`src/rtl/instruction_fetch_unit_if.sv`:
```
// Fetch-stage bus: instruction memory handshake, downstream redirect/stall inputs and fetched-word outputs.
// Optional perf-counter signals are present when IFU_PERF_CNT_EN is defined.
interface instruction_fetch_unit_if;
    logic        ImemReq;
    logic [31:0] ImemAddr;
    logic        ImemReady;
    logic [31:0] ImemData;
    logic        Stall;
    logic        BranchTaken;
    logic [31:0] BranchOffset;
    logic        Jump;
    logic [25:0] JumpIndex;
    logic [31:0] Instruction;
    logic [5:0]  Opcode;
    logic [31:0] PCPlus4;
    logic        InstrValid;
`ifdef IFU_PERF_CNT_EN
    logic [31:0] FetchCount;
    logic [31:0] StallCount;

    modport master (
        output ImemReq, ImemAddr, Instruction, Opcode, PCPlus4, InstrValid, FetchCount, StallCount,
        input  ImemReady, ImemData, Stall, BranchTaken, BranchOffset, Jump, JumpIndex
    );
    modport slave (
        input  ImemReq, ImemAddr, Instruction, Opcode, PCPlus4, InstrValid, FetchCount, StallCount,
        output ImemReady, ImemData, Stall, BranchTaken, BranchOffset, Jump, JumpIndex
    );
`else
    modport master (
        output ImemReq, ImemAddr, Instruction, Opcode, PCPlus4, InstrValid,
        input  ImemReady, ImemData, Stall, BranchTaken, BranchOffset, Jump, JumpIndex
    );
    modport slave (
        input  ImemReq, ImemAddr, Instruction, Opcode, PCPlus4, InstrValid,
        output ImemReady, ImemData, Stall, BranchTaken, BranchOffset, Jump, JumpIndex
    );
`endif
endinterface

```
`src/rtl/instruction_fetch_unit.sv`:
```
// Fetch stage: owns the PC, issues abortable instruction-memory requests and holds one fetched word.
// Define IFU_PERF_CNT_EN to add FetchCount/StallCount performance counters.
module instruction_fetch_unit #(
    parameter logic [31:0] RESET_PC = 32'h0040_0000,
    parameter logic [31:0] NOP_WORD = 32'hD800_0000
) (
    input  logic                     Clk,
    input  logic                     Rst_n,
    instruction_fetch_unit_if.master bus
);
    localparam logic [0:0] ST_BOOT  = 1'b0;
    localparam logic [0:0] ST_FETCH = 1'b1;

    logic [0:0]  state_q, state_d;
    logic [31:0] pc_q, pc_d;
    logic [31:0] instr_q, instr_d;
    logic [31:0] pcplus4_q, pcplus4_d;
    logic        valid_q, valid_d;

    logic        accept;
    logic        redirect;
    logic        imem_req;
    logic        fetch_hit;
    logic [31:0] target;

    assign accept    = valid_q & ~bus.Stall;
    assign redirect  = accept & (bus.Jump | bus.BranchTaken);
    assign imem_req  = (state_q == ST_FETCH) & (~valid_q | ~bus.Stall) & ~redirect;
    assign fetch_hit = imem_req & bus.ImemReady;

    // Jump wins over a simultaneous branch; both are relative to the held instruction.
    assign target = bus.Jump ? {pcplus4_q[31:28], bus.JumpIndex, 2'b00}
                             : pcplus4_q + (bus.BranchOffset << 2);

    always_comb begin
        state_d   = state_q;
        pc_d      = pc_q;
        instr_d   = instr_q;
        pcplus4_d = pcplus4_q;
        valid_d   = valid_q;
        if (state_q == ST_BOOT) begin
            state_d = ST_FETCH;
        end
        if (redirect) begin
            pc_d    = target;
            valid_d = 1'b0;
            instr_d = NOP_WORD;
        end else if (fetch_hit) begin
            instr_d   = bus.ImemData;
            pcplus4_d = pc_q + 32'd4;
            valid_d   = 1'b1;
            pc_d      = pc_q + 32'd4;
        end else if (accept) begin
            valid_d = 1'b0;
            instr_d = NOP_WORD;
        end
    end

    always_ff @(posedge Clk) begin
        if (!Rst_n) begin
            state_q   <= ST_BOOT;
            pc_q      <= RESET_PC;
            instr_q   <= NOP_WORD;
            pcplus4_q <= RESET_PC;
            valid_q   <= 1'b0;
        end else begin
            state_q   <= state_d;
            pc_q      <= pc_d;
            instr_q   <= instr_d;
            pcplus4_q <= pcplus4_d;
            valid_q   <= valid_d;
        end
    end

    assign bus.ImemReq     = imem_req;
    assign bus.ImemAddr    = pc_q;
    assign bus.Instruction = instr_q;
    assign bus.Opcode      = instr_q[31:26];
    assign bus.PCPlus4     = pcplus4_q;
    assign bus.InstrValid  = valid_q;

`ifdef IFU_PERF_CNT_EN
    logic [31:0] fetch_cnt_q, fetch_cnt_d;
    logic [31:0] stall_cnt_q, stall_cnt_d;

    // A fetch is never discarded here: a redirect already suppresses the request.
    always_comb begin
        fetch_cnt_d = fetch_cnt_q + {31'd0, fetch_hit};
        stall_cnt_d = stall_cnt_q + {31'd0, valid_q & bus.Stall};
    end

    always_ff @(posedge Clk) begin
        if (!Rst_n) begin
            fetch_cnt_q <= 32'd0;
            stall_cnt_q <= 32'd0;
        end else begin
            fetch_cnt_q <= fetch_cnt_d;
            stall_cnt_q <= stall_cnt_d;
        end
    end

    assign bus.FetchCount = fetch_cnt_q;
    assign bus.StallCount = stall_cnt_q;
`endif
endmodule
```
`src/flat_wrapper.sv`:
```
// flat-port wrapper written by rule: the top's interface ports become plain ports
module instruction_fetch_unit_flat 
#(
    parameter logic [31:0] RESET_PC = 32'h0040_0000,
    parameter logic [31:0] NOP_WORD = 32'hD800_0000
)
  (Clk, Rst_n, bus_ImemReq, bus_ImemAddr, bus_Instruction, bus_Opcode, bus_PCPlus4, bus_InstrValid, bus_ImemReady, bus_ImemData, bus_Stall, bus_BranchTaken, bus_BranchOffset, bus_Jump, bus_JumpIndex);
  instruction_fetch_unit_if bus_i ();
  input  logic Clk;
  input  logic Rst_n;
  output wire logic [$bits(bus_i.ImemReq)-1:0] bus_ImemReq;
  output wire logic [$bits(bus_i.ImemAddr)-1:0] bus_ImemAddr;
  output wire logic [$bits(bus_i.Instruction)-1:0] bus_Instruction;
  output wire logic [$bits(bus_i.Opcode)-1:0] bus_Opcode;
  output wire logic [$bits(bus_i.PCPlus4)-1:0] bus_PCPlus4;
  output wire logic [$bits(bus_i.InstrValid)-1:0] bus_InstrValid;
  input wire logic [$bits(bus_i.ImemReady)-1:0] bus_ImemReady;
  input wire logic [$bits(bus_i.ImemData)-1:0] bus_ImemData;
  input wire logic [$bits(bus_i.Stall)-1:0] bus_Stall;
  input wire logic [$bits(bus_i.BranchTaken)-1:0] bus_BranchTaken;
  input wire logic [$bits(bus_i.BranchOffset)-1:0] bus_BranchOffset;
  input wire logic [$bits(bus_i.Jump)-1:0] bus_Jump;
  input wire logic [$bits(bus_i.JumpIndex)-1:0] bus_JumpIndex;
  assign bus_ImemReq = bus_i.ImemReq;
  assign bus_ImemAddr = bus_i.ImemAddr;
  assign bus_Instruction = bus_i.Instruction;
  assign bus_Opcode = bus_i.Opcode;
  assign bus_PCPlus4 = bus_i.PCPlus4;
  assign bus_InstrValid = bus_i.InstrValid;
  assign bus_i.ImemReady = bus_ImemReady;
  assign bus_i.ImemData = bus_ImemData;
  assign bus_i.Stall = bus_Stall;
  assign bus_i.BranchTaken = bus_BranchTaken;
  assign bus_i.BranchOffset = bus_BranchOffset;
  assign bus_i.Jump = bus_Jump;
  assign bus_i.JumpIndex = bus_JumpIndex;
  instruction_fetch_unit #(.RESET_PC(RESET_PC), .NOP_WORD(NOP_WORD)) u_core (.Clk(Clk), .Rst_n(Rst_n), .bus(bus_i));
endmodule
```
`config.mk`:
```
export PLATFORM = sky130hd
export DESIGN_NAME = instruction_fetch_unit_flat
export DESIGN_NICKNAME = d
export VERILOG_FILES = /design/src/rtl/instruction_fetch_unit_if.sv /design/src/rtl/instruction_fetch_unit.sv /design/src/flat_wrapper.sv
export SDC_FILE = /design/constraint.sdc
export NUM_CORES = 1
export LEC_CHECK = 0
export CELL_PAD_IN_SITES_DETAIL_PLACEMENT = 0
export CELL_PAD_IN_SITES_GLOBAL_PLACEMENT = 1
export CORE_ASPECT_RATIO = 1.5
export CORE_MARGIN = 5
export CORE_UTILIZATION = 36
export CTS_CLUSTER_DIAMETER = 100
export DETAILED_ROUTE_END_ITERATION = 7
export PLACE_DENSITY = 0.95
export SLEW_MARGIN = 5
export SYNTH_ARGS = -nofsm -noshare
export SYNTH_HDL_FRONTEND = slang
export SYNTH_SLANG_ARGS = --single-unit
export TNS_END_PERCENT = 5
```
`constraint.sdc`:
```
create_clock -name Clk -period 4 [get_ports Clk]
set_input_delay 0.4 -clock Clk [delete_from_list [all_inputs] [get_ports Clk]]
set_output_delay 0.4 -clock Clk [all_outputs]
set_load 0.05 [all_outputs]
```
==> summary.txt, run 1 <==
Synth
  • Synth Area in Compound Gates: 0.247
  • Async SR Flop Fraction: 0
  • Leading area contributor after synthesis: dfxtp_1
  • Post-Synth XOR/XNOR Area: 0.0945
  • Net Count, Synth: 890
  • Area share of and/or/nand/nor cells after synthesis: 0.211
  • Yosys cell types: 62
  • EDFF count, synth: 0
  • Yosys Warn Count: 0
  • Adder-cell share of the synthesized area: 0.0646
  • Main synth FF type: dfxtp_1
  • Synth top area share: 0.321
  • Netlist Area Pre-Place: about 6000 um2
  • Synth Instances: approximately 760
  • Yosys reg bits: just under 100
  • Register area share after synthesis: 0.321
  • Mapped Avg Cell Area: ~8 um2
  • Synth top area cells: dfxtp_1, ha_1, nor2_1
  • Largest family of logic cells by synthesized area: compound AO/OA/AOI/OAI gates
  • Mux contribution to synthesized area: 0.0164

Floorplan
  • Core area: between 15000 and 20000 um2
  • Die area: roughly 20000 um2
  • Starting density of the core: 0.365
  • Die Y: ~170 um
  • Site Rows: 58
  • Die X: ~120 um
  • Boundary Pins: 200

Setup path
  • CP peak stage delay: ~0.50 ns
  • CP top delay family: compound AO/OA/AOI/OAI gates
  • Crit. End Element: flop
  • Worst path cell trace: clkdlybuf4s50_1, ha_1, o21ai_0, o21bai_1, a311o_1, nor4b_1, a211o_1, nand3_1, mux2i_1, a2111oi_2
  • CP arrival: 3.21 ns
  • CP max FO: 5
  • Critical Path RT: about 4.2 ns
  • Crit-path slowest cell: nor4b_1
  • CP Class: primary input to flop
  • Critical Path Source Type: primary input
  • Buffer and inverter count on the worst path: 1

Drt
  • ANT nets after route: 0
  • Routed vias/inst: approximately 5.5
  • Routed WL per cell: between 15 and 20 um
  • DR vias: between 6000 and 7000
  • DRC: 0
  • DRT Wirelength: 20100 um
  • Detailed Route Iter0 Violations: 233
  • TritonRoute pass-1 iters: 5

STA
  • Hold Fails Final Rpt: 0
  • RSZ-0062 raised after global routing: false
  • Final Hold Slack: ~0.47 ns
  • Post-route clock skew: ~0.0064 ns
  • Final critical-path required period: ~3 ns
  • Slew Limit Headroom: 0.227
  • Final setup vio count: 0
  • Worst-Margin Slew: 1.16 ns
  • Setup TNS: 0 ns
  • FMAX: ~340 MHz
  • Fin. max-slew vios: 0
  • Period utilization: 0.745

Power and ir drop
  • Pwr per Cell Area: approximately 330 nW/um2
  • Max VDD drop: between 0.15 and 0.2 mV
  • Pleak: ~3.2 nW

Cells and area
  • Cell area after layout: 8520 um2
  • Commonest cells after routing, fill and taps aside: clkdlybuf4s50_1, dfxtp_1, nor2_1, nand2_1, a21oi_1
  • Area growth, synth to finish: 39.3%
  • Final Instance Count excl. Fillers: between 1000 and 1500
  • Fillers: 1601
  • Commonest non-fill, non-tap cell in the layout: clkdlybuf4s50_1
  • Fraction of layout cells with a size suffix above 1: 0.0451
  • Fin util: 0.508
  • Number of nets in the layout: ~1100

Clock network
  • Deepest clock path buffer count: 2
  • Setup bufs post-CTS: 0
  • Root buf cell: clkbuf_16
  • Clock slew at reported path FFs: 0.07 ns
  • Number of CTS-inserted buffers: 9
  • # H-tree levels: 3
  • Hold_buf cts: 0
  • Latest clock arrival within the worst-skew pair: 0.34 ns
  • Sink Count: 98
  • CTS tree: yes
  • CTS resizes: 0

Global route
  • GR Util All Layers: 0.199
  • Largest net degree at the start of global routing: between 60 and 70
  • Global-route wire length before repair: ~32000 um
  • Gr ovfl total: 0
  • Initial antenna violation count: 2
  • Vias in the first global route: 6201

Worst hold path
  • Min-delay worst type: flop to flop

Placed design
  • RePlAce Congestion: between 0.9 and 1
  • HPWL Detailed: around 15000 um
  • Placed Instance Area: between 8000 and 9000 um2
  • PortBufs: 197
  • Cells after DPL: between 1000 and 1500

Job
  • Max_cap viols: 0

Run status
  • Status: complete, no violations
-- synth_stat cells, types with 5 or more instances --
cell       n
a211oi_1  41
a21o_1    13
a21oi_1   51
a22oi_1   29
a31oi_1    5
and3_1    20
buf_2     13
buf_4      9
clkbuf_1  33
dfxtp_1   98
ha_1      30
inv_1      5
mux2i_1   10
nand2_1   69
nand2b_1   7
nand3_1   22
nand3b_1   8
nand4_1    9
nor2_1    99
nor3_1     8
o211ai_1   8
o21ai_0   38
or3_1      9
xnor2_1   35
xor2_1    31
-- path summary, 6_finish.rpt --
check | start | to | slack [ns] | depth (start not counted)
worst max-delay path | bus_BranchOffset[2] | u_core.bus.ImemAddr[31]$_SDFFE_PN0P_ | 1.02 | 10
worst min-delay path | u_core.bus.PCPlus4[0]$_SDFFE_PN0P_ | u_core.bus.PCPlus4[0]$_SDFFE_PN0P_ | 0.47 | 2
worst max register to register | u_core.bus.PCPlus4[4]$_SDFFE_PN0P_ | u_core.bus.ImemAddr[31]$_SDFFE_PN0P_ | 1.15 | 9
worst min register to register | u_core.bus.PCPlus4[0]$_SDFFE_PN0P_ | u_core.bus.PCPlus4[0]$_SDFFE_PN0P_ | 0.47 | 2
-- registers in the layout, summed over array words and instances (netlist names) --
name and flops:
u_core.bus.PCPlus4 32, u_core.state_q 1, u_core.bus.InstrValid 1, u_core.bus.Instruction 32
u_core.bus.ImemAddr 32
-- through the flow --
| step | setup WS (ns) | power, mW |
|---|---|---|
| 2_1_floorplan | 1.14 | 1.60 |
| 3_3_place_gp | 0.772 | 1.89 |
| 3_5_place_dp | 0.750 | 1.89 |
| 4_1_cts | 1.09 | 2.86 |
| 5_1_grt | 0.903 | 2.96 |
| 6_report | 1.02 | 2.84 |
-- final cells by class --
cell class / count / area [um2] / area share
Tap cell: 210 / 263 / 0.0308
Multi-Input combinational cell: 604 / 3890 / 0.456
Sequential cell: 98 / 1960 / 0.230
Clock inverter: 4 / 73.8 / 0.00866
Clock buffer: 12 / 256 / 0.0301
Antenna cell: 1 / 2.50 / 0.000294
Inverter: 5 / 18.8 / 0.00220
Timing Repair Buffer: 209 / 2060 / 0.241
-- layer usage --
layer  routed length (um)  track usage  share of wire  vias to the layer above
met1                 8260        0.239           0.41                     2938
li1                     -            -              -                     3099
met2                 9860        0.339           0.49                      177
met5                   13            0        0.00065                        -
met3                 1420       0.0553          0.071                       37
met4                  559       0.0676          0.028                        2
-- cell families after synthesis --
group,Yosys count
adders and majority gates,31
and+or+nand+nor,271
buffers and inverters,61
AOI/OAI and AO/OA,226
DFF,98
muxes,10
xor gates and xnor gates,66
-- power by group --
group / internal (mW) / total (mW) / switching, mW
Sequential: 1.02 / 1.07 / 0.0508
Clock: 0.583 / 0.967 / 0.384
Combinational: 0.326 / 0.802 / 0.476
Total: 1.93 / 2.84 / 0.911
-- worst reg2reg max path, stage by stage (launching register included) --
cell	delay, ns
dfxtp_1	0.34
ha_1	0.38
o21ai_0	0.12
o21bai_1	0.23
a311o_1	0.36
nor4b_1	0.50
a211o_1	0.26
nand3_1	0.16
mux2i_1	0.17
a2111oi_2	0.22
Note: power is estimated with default switching activity, not from simulation.
==> run 2: changes to the inputs <==
--- a/config.mk
+++ b/config.mk
@@ -9,10 +9,10 @@
 export CELL_PAD_IN_SITES_GLOBAL_PLACEMENT = 1
 export CORE_ASPECT_RATIO = 1.5
 export CORE_MARGIN = 5
-export CORE_UTILIZATION = 36
+export CORE_UTILIZATION = 34
 export CTS_CLUSTER_DIAMETER = 100
 export DETAILED_ROUTE_END_ITERATION = 7
-export PLACE_DENSITY = 0.95
+export PLACE_DENSITY = 0.94
 export SLEW_MARGIN = 5
 export SYNTH_ARGS = -nofsm -noshare
 export SYNTH_HDL_FRONTEND = slang
==> constraint.sdc (replaced) <==
create_clock -name Clk -period 3.1 [get_ports Clk]
set_input_delay 0.31 -clock Clk [delete_from_list [all_inputs] [get_ports Clk]]
set_output_delay 0.31 -clock Clk [all_outputs]
set_load 0.05 [all_outputs]
==> summary.txt, run 2 (synthesis gave the netlist of run 1 again) <==
STA
  • Final Hold Slack: 0.477 ns (+0.00376 ns)
  • FMAX: about 360 MHz
  • Worst-Margin Slew: 0.581 ns (-0.578 ns)
  • Final setup vio count: 0 (unchanged)
  • Setup TNS: 0 ns (unchanged)
  • Post-route clock skew: 0.00675 ns (+0.000355 ns)
  • Fin. max-slew vios: 0 (unchanged)
  • Final critical-path required period: between 2 and 3 ns
  • Period utilization: 0.895
  • Slew Limit Headroom: 0.611 (+0.385)
  • Hold Fails Final Rpt: 0 (unchanged)
  • RSZ-0062 raised after global routing: false

Clock network
  • Setup bufs post-CTS: 0 (unchanged)
  • Sink Count: 98 (unchanged)
  • Deepest clock path buffer count: 2 (unchanged)
  • CTS resizes: 0 (unchanged)
  • # H-tree levels: 3 (unchanged)
  • Root buf cell: clkbuf_16
  • Latest clock arrival within the worst-skew pair: 0.35 ns (about the same)
  • Hold_buf cts: 0 (unchanged)
  • Clock slew at reported path FFs: 0.07 ns (about the same)
  • Number of CTS-inserted buffers: 9 (unchanged)
  • CTS tree: yes

Cells and area
  • Fraction of layout cells with a size suffix above 1: 0.0672 (+0.0222)
  • Commonest cells after routing, fill and taps aside: clkdlybuf4s50_1, dfxtp_1, nor2_1, nand2_1, a21oi_1
  • Number of nets in the layout: 1074 (+1.9%)
  • Diodes inserted: 0 (-1)
  • Commonest non-fill, non-tap cell in the layout: clkdlybuf4s50_1
  • Area growth, synth to finish: 42.4%

Drt
  • ANT nets after route: 0 (unchanged)
  • Routed WL per cell: 17.9 um (+1.8%)
  • Detailed Route Iter0 Violations: 408 (+75%)
  • Routed vias/inst: 5.49 (+0.34%)
  • DR vias: 6417 (+2.6%)
  • DRC: 0 (unchanged)
  • DRT Wirelength: 20900 um (+4.1%)
  • TritonRoute pass-1 iters: 5 (unchanged)

Floorplan
  • Die X: 120 um (+2.6%)
  • Boundary Pins: 200 (unchanged)
  • Die Y: 174 um (+2.7%)
  • Core area: 17800 um2 (+6.1%)
  • Starting density of the core: 0.344 (-0.0211)
  • Site Rows: 60 (+3.4%)
  • Die area: 20800 um2 (+5.4%)

Worst hold path
  • Min-delay worst type: flop to flop
  • Hold path startpoint: u_core.bus.ImemAddr[1]$_SDFFE_PN0P_
  • Hold Path Sink: u_core.bus.PCPlus4[1]$_SDFFE_PN0P_
  • Hold Path Stages: 2 (unchanged)

Setup path
  • Worst R2R Setup Slack: 0.37 ns (-0.78 ns)
  • CP Class: primary input to flop
  • FF-to-FF End: u_core.bus.ImemAddr[16]$_SDFFE_PN0P_
  • Crit. End Element: flop
  • CP arrival: 3.02 ns (-0.19 ns)
  • Critical Path RT: 3.34 ns (-0.89 ns)
  • CP max FO: 6 (+1)
  • Critical Path Source Type: primary input
  • Reg-to-Reg Start: u_core.bus.PCPlus4[2]$_SDFFE_PN0P_
  • R2R cell count: 10 (+1)

Job
  • Max_cap viols: 0 (unchanged)

Global route
  • Vias in the first global route: 6405 (+3.3%)
  • GR Util All Layers: 0.197 (-0.00187)
  • Initial antenna violation count: 0 (-2)
  • Largest net degree at the start of global routing: 49 (-29%)
  • Global-route wire length before repair: 33500 um (+6.0%)
  • Gr ovfl total: 0 (unchanged)

Power and ir drop
  • Max VDD drop: 0.279 mV (+50%)
  • Pwr per Cell Area: 422 nW/um2 (+27%)
  • Pleak: 3.35 nW (+3.2%)

Placed design
  • HPWL Detailed: 16000 um (+5.5%)
  • RePlAce Congestion: 0.872 (-3.6%)
  • PortBufs: 197 (unchanged)

Run status
  • Status: complete, no violations
run 2: cell types whose count changed in the layout (fill, tap and decap cells not counted), sizes merged:
cell           before  now
diode               1    0
clkdlybuf4s50     196  195
clkinvlp            0    2
clkbuf             12    9
buf                13   34
clkinv              2    3
run 2: how the worst max path moves through the flow:
stage	start	to	slack (ns)	cells after the start
2_1_floorplan	u_core.bus.PCPlus4[8]$_SDFFE_PN0P_	u_core.bus.ImemAddr[27]$_SDFFE_PN0P_	0.24	10
3_3_place_gp	bus_BranchOffset[1]	u_core.bus.ImemAddr[27]$_SDFFE_PN0P_	0.06	10
3_5_place_dp	bus_BranchOffset[2]	u_core.bus.ImemAddr[31]$_SDFFE_PN0P_	0.04	10
4_1_cts	u_core.bus.PCPlus4[4]$_SDFFE_PN0P_	u_core.bus.ImemAddr[31]$_SDFFE_PN0P_	0.39	9
5_1_grt	bus_BranchOffset[0]	u_core.bus.ImemAddr[16]$_SDFFE_PN0P_	0.15	11
6_report	bus_BranchOffset[0]	u_core.bus.ImemAddr[16]$_SDFFE_PN0P_	0.32	11
run 2: report_power, final:
group          internal [mW]  total, mW  leakage [nW]  switching (mW)
clock                  0.706       1.22         0.151           0.515
sequential              1.32       1.39         0.800          0.0661
combinational          0.447       1.07          2.40           0.623
run 2: metal layers:
metal / track usage / wire length (um) / vias up
li1: - / - / 3144
met1: 0.227 / 8360 / 2983
met2: 0.345 / 10500 / 245
met3: 0.0492 / 1380 / 45
met4: 0.0860 / 721 / 0
met5: 0 / 0 / -
run 2: critical path, stage by stage:
cell	delay (ns)
clkdlybuf4s50_1	0.40
ha_1	0.25
fa_1	0.40
a211oi_1	0.39
o211ai_1	0.19
a22o_1	0.32
o21ai_0	0.21
nand2b_1	0.14
xnor2_1	0.15
o21ai_0	0.08
and3_1	0.17
run 2: per-stage QoR:
stage               cell area, um2  total power [mW]  setup WS [ns]   util  std cells
floorplan                     6120              2.07          0.243      -        763
finish                        8710              3.68          0.324  0.489       1169
global route                  8710              3.84          0.150  0.489       1169
CTS                           8710              3.71          0.385  0.489       1169
detailed placement            8390              2.48         0.0381  0.472       1153
global placement              8390              2.47         0.0561  0.472       1153
run 2: layout make-up:
| type | count | area [um2] |
|---|---|---|
| Tap cell | 217 | 272 |
| Clock buffer | 9 | 225 |
| Clock inverter | 7 | 93.8 |
| Sequential cell | 98 | 1960 |
| Fill cell | 1699 | 9080 |
| Timing Repair Buffer | 229 | 2240 |
| Multi-Input combinational cell | 604 | 3890 |
| Inverter | 5 | 18.8 |
==> run 3: changes to the inputs <==
--- a/config.mk
+++ b/config.mk
@@ -12,6 +12,8 @@
 export CORE_UTILIZATION = 34
 export CTS_CLUSTER_DIAMETER = 100
 export DETAILED_ROUTE_END_ITERATION = 7
+export GPL_ROUTABILITY_DRIVEN = 0
+export HOLD_SLACK_MARGIN = 0.06
 export PLACE_DENSITY = 0.94
 export SLEW_MARGIN = 5
 export SYNTH_ARGS = -nofsm -noshare
==> results of run 3 <==
Same layout as run 2: the final DEF is identical, and so are final timing and power.
